File: src/rtl/constant.sv
// rtl/constant.sv - shared core constants, mode encodings and loader state type
package constant;

  localparam int INST_SIZE = 12;

  localparam logic [2:0] STALL = 3'd0;
  localparam logic [2:0] LOAD  = 3'd1;
  localparam logic [2:0] EXEC  = 3'd2;

  typedef enum logic [2:0] {IDLE, HDR, DATA, DONE, ERR} loader_state_t;

endpackage

File: src/rtl/program_loader_if.sv
// rtl/program_loader_if.sv - instruction BRAM write port bundle
interface program_loader_if #(
  parameter int INST_SIZE = constant::INST_SIZE
);

  logic [INST_SIZE-1:0] addra;
  logic [31:0]          dina;
  logic                 wea;

  modport master (output addra, dina, wea);
  modport slave  (input  addra, dina, wea);

endinterface

File: src/rtl/uart_rx.sv
// rtl/uart_rx.sv - 8N1 UART receiver with 2-flop input synchroniser
module uart_rx #(
  parameter int CLK_PER_HALF_BIT = 434
) (
  input  logic       clk,
  input  logic       rstn,
  input  logic       rxd,
  output logic [7:0] rx_data,
  output logic       rx_valid,
  output logic       rx_ferr
);

  localparam int FULL = 2 * CLK_PER_HALF_BIT;
  localparam int TW   = $clog2(FULL);

  typedef enum logic [1:0] {RX_IDLE, RX_START, RX_DATA, RX_STOP} rx_state_t;

  rx_state_t       state, state_nx;
  logic [2:0]      sync;
  logic [TW-1:0]   timer, timer_nx;
  logic [2:0]      bit_cnt, bit_cnt_nx;
  logic [7:0]      shift, shift_nx;
  logic            valid_nx, ferr_nx;
  logic            rx, fall;

  // sync[1] is the synchronised line, sync[2] its previous value
  assign rx      = sync[1];
  assign fall    = sync[2] & ~sync[1];
  assign rx_data = shift;

  always_comb begin
    state_nx   = state;
    timer_nx   = timer + 1'b1;
    bit_cnt_nx = bit_cnt;
    shift_nx   = shift;
    valid_nx   = 1'b0;
    ferr_nx    = 1'b0;
    case (state)
      RX_IDLE: begin
        timer_nx = '0;
        if (fall) state_nx = RX_START;
      end
      RX_START: begin
        if (timer == TW'(CLK_PER_HALF_BIT - 1)) begin
          timer_nx   = '0;
          bit_cnt_nx = '0;
          state_nx   = rx ? RX_IDLE : RX_DATA;
        end
      end
      RX_DATA: begin
        if (timer == TW'(FULL - 1)) begin
          timer_nx   = '0;
          shift_nx   = {rx, shift[7:1]};
          bit_cnt_nx = bit_cnt + 1'b1;
          if (bit_cnt == 3'd7) state_nx = RX_STOP;
        end
      end
      RX_STOP: begin
        if (timer == TW'(FULL - 1)) begin
          timer_nx = '0;
          state_nx = RX_IDLE;
          valid_nx = rx;
          ferr_nx  = ~rx;
        end
      end
      default: state_nx = RX_IDLE;
    endcase
  end

  always_ff @(posedge clk or negedge rstn) begin
    if (!rstn) begin
      state    <= RX_IDLE;
      sync     <= '0;
      timer    <= '0;
      bit_cnt  <= '0;
      shift    <= '0;
      rx_valid <= 1'b0;
      rx_ferr  <= 1'b0;
    end else begin
      state    <= state_nx;
      sync     <= {sync[1:0], rxd};
      timer    <= timer_nx;
      bit_cnt  <= bit_cnt_nx;
      shift    <= shift_nx;
      rx_valid <= valid_nx;
      rx_ferr  <= ferr_nx;
    end
  end

endmodule

File: src/rtl/program_loader.sv
// rtl/program_loader.sv - receives a length-prefixed program image over UART into instruction BRAM
module program_loader #(
  parameter int CLK_PER_HALF_BIT = 434,
  parameter int INST_SIZE        = constant::INST_SIZE
) (
  input  logic                  clk,
  input  logic                  rstn,
  input  logic [2:0]            mode,
  input  logic                  rxd,
  program_loader_if.master      bram,
  output logic                  done,
  output logic                  err,
  output logic [INST_SIZE:0]    words_loaded
);

  import constant::*;

  localparam logic [32:0] DEPTH = 33'd1 << INST_SIZE;

  loader_state_t         state, state_nx;
  logic [1:0]            byte_cnt;
  logic [31:0]           shreg;
  logic [31:0]           assembled;
  logic [INST_SIZE:0]    n_words;
  logic [INST_SIZE-1:0]  addr;
  logic [31:0]           data;
  logic                  we;
  logic [7:0]            rx_data;
  logic                  rx_valid, rx_ferr;
  logic                  in_load, last_byte, last_word;

  uart_rx #(.CLK_PER_HALF_BIT(CLK_PER_HALF_BIT)) u_rx (
    .clk      (clk),
    .rstn     (rstn),
    .rxd      (rxd),
    .rx_data  (rx_data),
    .rx_valid (rx_valid),
    .rx_ferr  (rx_ferr)
  );

  // Bytes arrive little-endian, so each new byte enters at the top and shifts down
  assign assembled = {rx_data, shreg[31:8]};
  assign in_load   = (mode == LOAD);
  assign last_byte = rx_valid && (byte_cnt == 2'd3);
  assign last_word = we && ((words_loaded + 1'b1) == n_words);

  assign done       = (state == DONE);
  assign err        = (state == ERR);
  assign bram.addra = addr;
  assign bram.dina  = data;
  assign bram.wea   = we;

  always_comb begin
    state_nx = state;
    case (state)
      IDLE: if (in_load) state_nx = HDR;
      HDR: begin
        if (!in_load)                                state_nx = IDLE;
        else if (rx_ferr)                            state_nx = ERR;
        else if (last_byte) begin
          if (assembled == 32'd0)                    state_nx = DONE;
          else if ({1'b0, assembled} > DEPTH)        state_nx = ERR;
          else                                       state_nx = DATA;
        end
      end
      DATA: begin
        if (!in_load)                                state_nx = IDLE;
        else if (rx_ferr)                            state_nx = ERR;
        else if (last_word)                          state_nx = DONE;
      end
      DONE: if (!in_load) state_nx = IDLE;
      ERR:  state_nx = ERR;
      default: state_nx = IDLE;
    endcase
  end

  always_ff @(posedge clk or negedge rstn) begin
    if (!rstn) begin
      state        <= IDLE;
      byte_cnt     <= '0;
      shreg        <= '0;
      n_words      <= '0;
      addr         <= '0;
      data         <= '0;
      we           <= 1'b0;
      words_loaded <= '0;
    end else begin
      state <= state_nx;
      we    <= 1'b0;
      if (state == IDLE && state_nx == HDR) begin
        byte_cnt     <= '0;
        words_loaded <= '0;
      end else if ((state == HDR || state == DATA) && rx_valid) begin
        byte_cnt <= byte_cnt + 1'b1;
        shreg    <= assembled;
      end
      if (state == HDR && state_nx == DATA) begin
        n_words <= assembled[INST_SIZE:0];
        addr    <= '0;
      end
      if (state == DATA && state_nx == DATA && last_byte) begin
        we   <= 1'b1;
        data <= assembled;
      end
      // Address holds on the final word so a full-depth image ends at depth-1
      if (we) begin
        words_loaded <= words_loaded + 1'b1;
        if (!last_word) addr <= addr + 1'b1;
      end
    end
  end

endmodule

File: src/flat_wrapper.sv
// flat-port wrapper written by rule: the top's interface ports become plain ports
module program_loader_flat import constant::*;
#(
  parameter int CLK_PER_HALF_BIT = 434,
  parameter int INST_SIZE        = constant::INST_SIZE
)
  (clk, rstn, mode, rxd, done, err, words_loaded, bram_addra, bram_dina, bram_wea);
  program_loader_if #(.INST_SIZE(INST_SIZE)) bram_i ();
  input  logic clk;
  input  logic rstn;
  input  logic [2:0] mode;
  input  logic rxd;
  output logic done;
  output logic err;
  output logic [INST_SIZE:0] words_loaded;
  output wire logic [$bits(bram_i.addra)-1:0] bram_addra;
  output wire logic [$bits(bram_i.dina)-1:0] bram_dina;
  output wire logic [$bits(bram_i.wea)-1:0] bram_wea;
  assign bram_addra = bram_i.addra;
  assign bram_dina = bram_i.dina;
  assign bram_wea = bram_i.wea;
  program_loader #(.CLK_PER_HALF_BIT(CLK_PER_HALF_BIT), .INST_SIZE(INST_SIZE)) u_core (.clk(clk), .rstn(rstn), .mode(mode), .rxd(rxd), .bram(bram_i), .done(done), .err(err), .words_loaded(words_loaded));
endmodule
File: config.mk
export PLATFORM = sky130hd
export DESIGN_NAME = program_loader_flat
export DESIGN_NICKNAME = d
export VERILOG_FILES = /design/src/rtl/constant.sv /design/src/rtl/program_loader_if.sv /design/src/rtl/uart_rx.sv /design/src/rtl/program_loader.sv /design/src/flat_wrapper.sv
export SDC_FILE = /design/constraint.sdc
export NUM_CORES = 1
export LEC_CHECK = 0
export ABC_AREA = 1
export ABC_CLOCK_PERIOD_IN_PS = 4000
export BUFFER_PORTS_ARGS = -buffer_cell sky130_fd_sc_hd__clkbuf_2
export CORE_MARGIN = 4
export CORE_UTILIZATION = 40
export CTS_CLUSTER_SIZE = 16
export DETAILED_ROUTE_END_ITERATION = 6
export GPL_TIMING_DRIVEN = 0
export PLACE_DENSITY = 0.68
export RECOVER_POWER = 100
export SYNTH_ARGS = -nofsm -noshare
export SYNTH_HDL_FRONTEND = slang
export SYNTH_SLANG_ARGS = --single-unit
File: constraint.sdc
create_clock -name clk -period 4 [get_ports clk]
set_input_delay 1 -clock clk [delete_from_list [all_inputs] [get_ports clk]]
set_output_delay 1 -clock clk [all_outputs]
set_load 0.1 [all_outputs]
==> results.sh <==
export IMPL_post_cts_setup_buffers=0
export IMPL_die_w_um=133
export IMPL_yosys_area_share_simple=0.322
export IMPL_fin_skew_ns=0.0105
export IMPL_rows=45
export IMPL_synthDistinctLibCells=35
export IMPL_final_nets=874
export IMPL_synth_compound_area_share=0.0608
export IMPL_drt_pass1_iterations=5
export IMPL_fin_crit_ns=3.10
export IMPL_reg2reg_slack_ns=0.90
export IMPL_fillers=1546
export IMPL_grt_max_degree=87
export IMPL_rr_startpoint="u_core.words_loaded[0]"
export IMPL_cts_hold_buf=0
export IMPL_start_kind="flop"
export IMPL_vias_per_cell=5.04
export IMPL_cts_resized_gates=0
export IMPL_cp_max_fo=10
export IMPL_io_buffers=65
export IMPL_grt_overflow_total=0
export IMPL_netlist_area_um2=6220
export IMPL_whs_path_depth=0
export IMPL_synth_fa_ha_area_frac=0.0141
export IMPL_seq_area_frac_synth=0.515
export IMPL_p_int_w=0.00257
export IMPL_power_switching_w=0.000739
export IMPL_timing_fmax_mhz=322
export IMPL_hold_path_endpoint="u_core.u_rx.sync[1]"
export IMPL_combinationalPowerShare=0.063
export IMPL_wl_per_cell_um=13.7
export IMPL_antennaDiodeCount=0
export IMPL_synthMuxAreaShare=0
export IMPL_grt_pass1_wl_um=24700
export IMPL_leakagePower_nw=3.71
export IMPL_vdd_drop_max_v=0.000422
export IMPL_slew_headroom=-0.600
export IMPL_totalPowerFinal_w=0.00331
export IMPL_powerDensity_nw_per_um2=450
export IMPL_syn_num_nets=789
export IMPL_drv_cap=1
export IMPL_p_clk_frac=0.527
export IMPL_final_layout_size_suffix_gt1_frac=0.0595
export IMPL_syn_to_final_growth_pct=18.4
export IMPL_antenna_found_initial=0
export IMPL_hold_path_class="reg -> reg"
export IMPL_gp_congestion=0.835
export IMPL_first_iter_violations=390
export IMPL_dieArea_um2=17600
export IMPL_synth_warnings=0
export IMPL_start_util=0.409
export IMPL_cts_htree_levels=4
export IMPL_grt_pass1_vias=5085
export IMPL_reg2reg_to="u_core.n_words[0]"
export IMPL_fin_ws_ns=0.899
export IMPL_drt_total_wl_um=14500
export IMPL_pre_cts_ws_ns=1.18
export IMPL_path_class="reg -> reg"
export IMPL_period_share=0.775
export IMPL_worst_slew_pin_slew_ns=2.40
export IMPL_grt_usage=0.173
export IMPL_final_antenna_net_count=0
export IMPL_synth_top_family_by_area="simple AND/OR/NAND/NOR gates"
export IMPL_ioPinCount=66
export IMPL_fp_dieH_um=133
export IMPL_synth_area_per_cell_um2=8.02
export IMPL_layout_area_seq_um2=3200
export IMPL_status="finished with violations"
export IMPL_utilization=0.484
export IMPL_cts_clk_slew_worst_paths_ns=0.05
export IMPL_netlist_instances=776
export IMPL_clk_path_buf_depth=2
export IMPL_insertion_delay_ns=0.43
export IMPL_routed_via_count=5351
export IMPL_multi_input_area_um2=2520
export IMPL_seq_power_share=0.409
export IMPL_hpwl_um=10500
export IMPL_synth_xor_area_frac=0.0141
export IMPL_ys_seq_elements=128
export IMPL_grt_setup_unrepaired="no"
export IMPL_route_detailed_drc=0
export IMPL_reg2regPathDepth=16
export IMPL_critPathCaptureType="flop"
export IMPL_cts_tree="yes"
export IMPL_cp_data_required_time_ns=4.35
export IMPL_worstPathArrival_ns=3.45
export IMPL_switching_share=0.223
export IMPL_drv_slew=43
export IMPL_hold_ws_ns=0.355
export IMPL_violations="capacitance limit, slew limit"
export IMPL_crit_start="u_core.words_loaded[0]"
export IMPL_core_um2=15200
export IMPL_cts_sinks=128
export IMPL_setup_viol=0
export IMPL_min_from="u_core.u_rx.sync[0]"
export IMPL_cts_root_buf="clkbuf_16"
export IMPL_hold_violations=0
export IMPL_cts_buffers=17
[cell usage after synthesis, drive strengths merged]
master  instances  area share
a211oi          1      0.0012
a21oi          18       0.016
a31o            1      0.0014
a41oi           1      0.0014
and2            2      0.0020
buf            13       0.016
clkbuf         15      0.0091
clkinv          2      0.0012
dfrtp         128        0.51
ha              7       0.014
inv            78       0.047
nand2         264        0.16
nand3          41       0.034
nand3b          4      0.0048
nand4          55       0.057
nor2           67       0.044
nor3           13       0.011
nor4            8      0.0091
o21ai          41       0.033
o21bai          1      0.0012
o22ai           5      0.0050
o31ai           1      0.0012
xnor2           1      0.0014
xor2            9       0.013
[worst max-delay path, cell delays in order (launching register included)]
cell and delay (ns):
dfrtp_1 0.42, ha_1 0.25, nand2_1 0.13, nor2_1 0.09, nand2_1 0.10, clkinv_1 0.13, nand2_1 0.09, nand2_1 0.06
and2_0 0.16, nor2_1 0.09, nor2_1 0.06, nand4_1 0.10, nand2_1 0.09, a21oi_1 0.80, buf_6 0.25, nand4_1 0.12
nand2_1 0.11
[cell families (layout without fill, tap and decap cells)]
group	Yosys count	in the layout
AOI/OAI and AO/OA	69	69
xor gates and xnor gates	10	10
adders and majority gates	7	7
buffers and inverters	108	206
DFF	128	128
and+or+nand+nor	454	454
[worst max path at each step]
stage          cells after the start  slack, ns                      to
2_1_floorplan                      7       0.33     u_core.bram.dina[3]
3_3_place_gp                       1      -0.18  u_core.u_rx.rx_data[1]
3_5_place_dp                       8       1.18    u_core.bram.dina[17]
4_1_cts                            2       1.34                    done
5_1_grt                           16       0.59       u_core.n_words[0]
6_report                          16       0.90       u_core.n_words[0]
[power groups by stage]
| stage | Sequential [W] | Clock [W] | Combinational [W] |
|---|---|---|---|
| 6_report | 0.00135 | 0.00175 | 0.000210 |
| 5_1_grt | 0.00136 | 0.00184 | 0.000251 |
| 4_1_cts | 0.00135 | 0.00178 | 0.000217 |
| 3_5_place_dp | 0.00138 | 0 | 0.000216 |
| 3_3_place_gp | 0.00138 | 0 | 0.000209 |
| 2_1_floorplan | 0.00138 | 0 | 0.000141 |
[flip-flops by register name, indices dropped and copies added, names as in the netlist, named ones only]
name,flops
u_core.bram.dina,32
u_core.byte_cnt,2
u_core.words_loaded,13
u_core.bram.addra,12
u_core.u_rx.sync,3
u_core.u_rx.state,1
u_core.n_words,13
u_core.u_rx.rx_ferr,1
u_core.shreg,24
u_core.bram.wea,1
u_core.u_rx.rx_valid,1
u_core.u_rx.rx_data,8
u_core.u_rx.bit_cnt,3
u_core.u_rx.timer,10
u_core.state,3
[through the flow]
stage / instances / instance area, um2 / TNS, ns
2_1_floorplan: 776 / 6220 / 0
3_5_place_dp: 1030 / 6820 / 0
4_1_cts: 1062 / 7490 / 0
5_1_grt: 1062 / 7360 / 0
3_3_place_gp: 1029 / 6780 / -20.86
6_report: 1062 / 7360 / 0
[final cells by class]
cell class	instances	share of cell area
tap	188	0.0320
buffer	28	0.0202
timing repair buffer	66	0.0374
inverter	80	0.0408
clock inverter	9	0.0240
sequential	128	0.435
multi-input combinational	540	0.343
clock buffer	23	0.0676
[cells in the final DEF (no fill, tap or decap), drive strengths merged, types with 2 or more instances in the layout]
cell type  count
o22ai          5
bufinv         5
nand2        264
clkbuf       106
nand3         41
nor4           8
a21oi         18
ha             7
dfrtp        128
nand3b         4
nand4         55
inv           78
xor2           9
o21ai         41
clkinv         5
buf           11
nor3          13
and2           2
nor2          67
[routing by layer]
layer,vias to the layer above,track usage,wire length (um)
met1,2503,0.230,6820
met4,0,0.0618,201
met3,19,0.0460,691
met2,116,0.275,6830
li1,2713,-,-
met5,-,0,0
No activity file was read; power rests on OpenSTA's default activity.
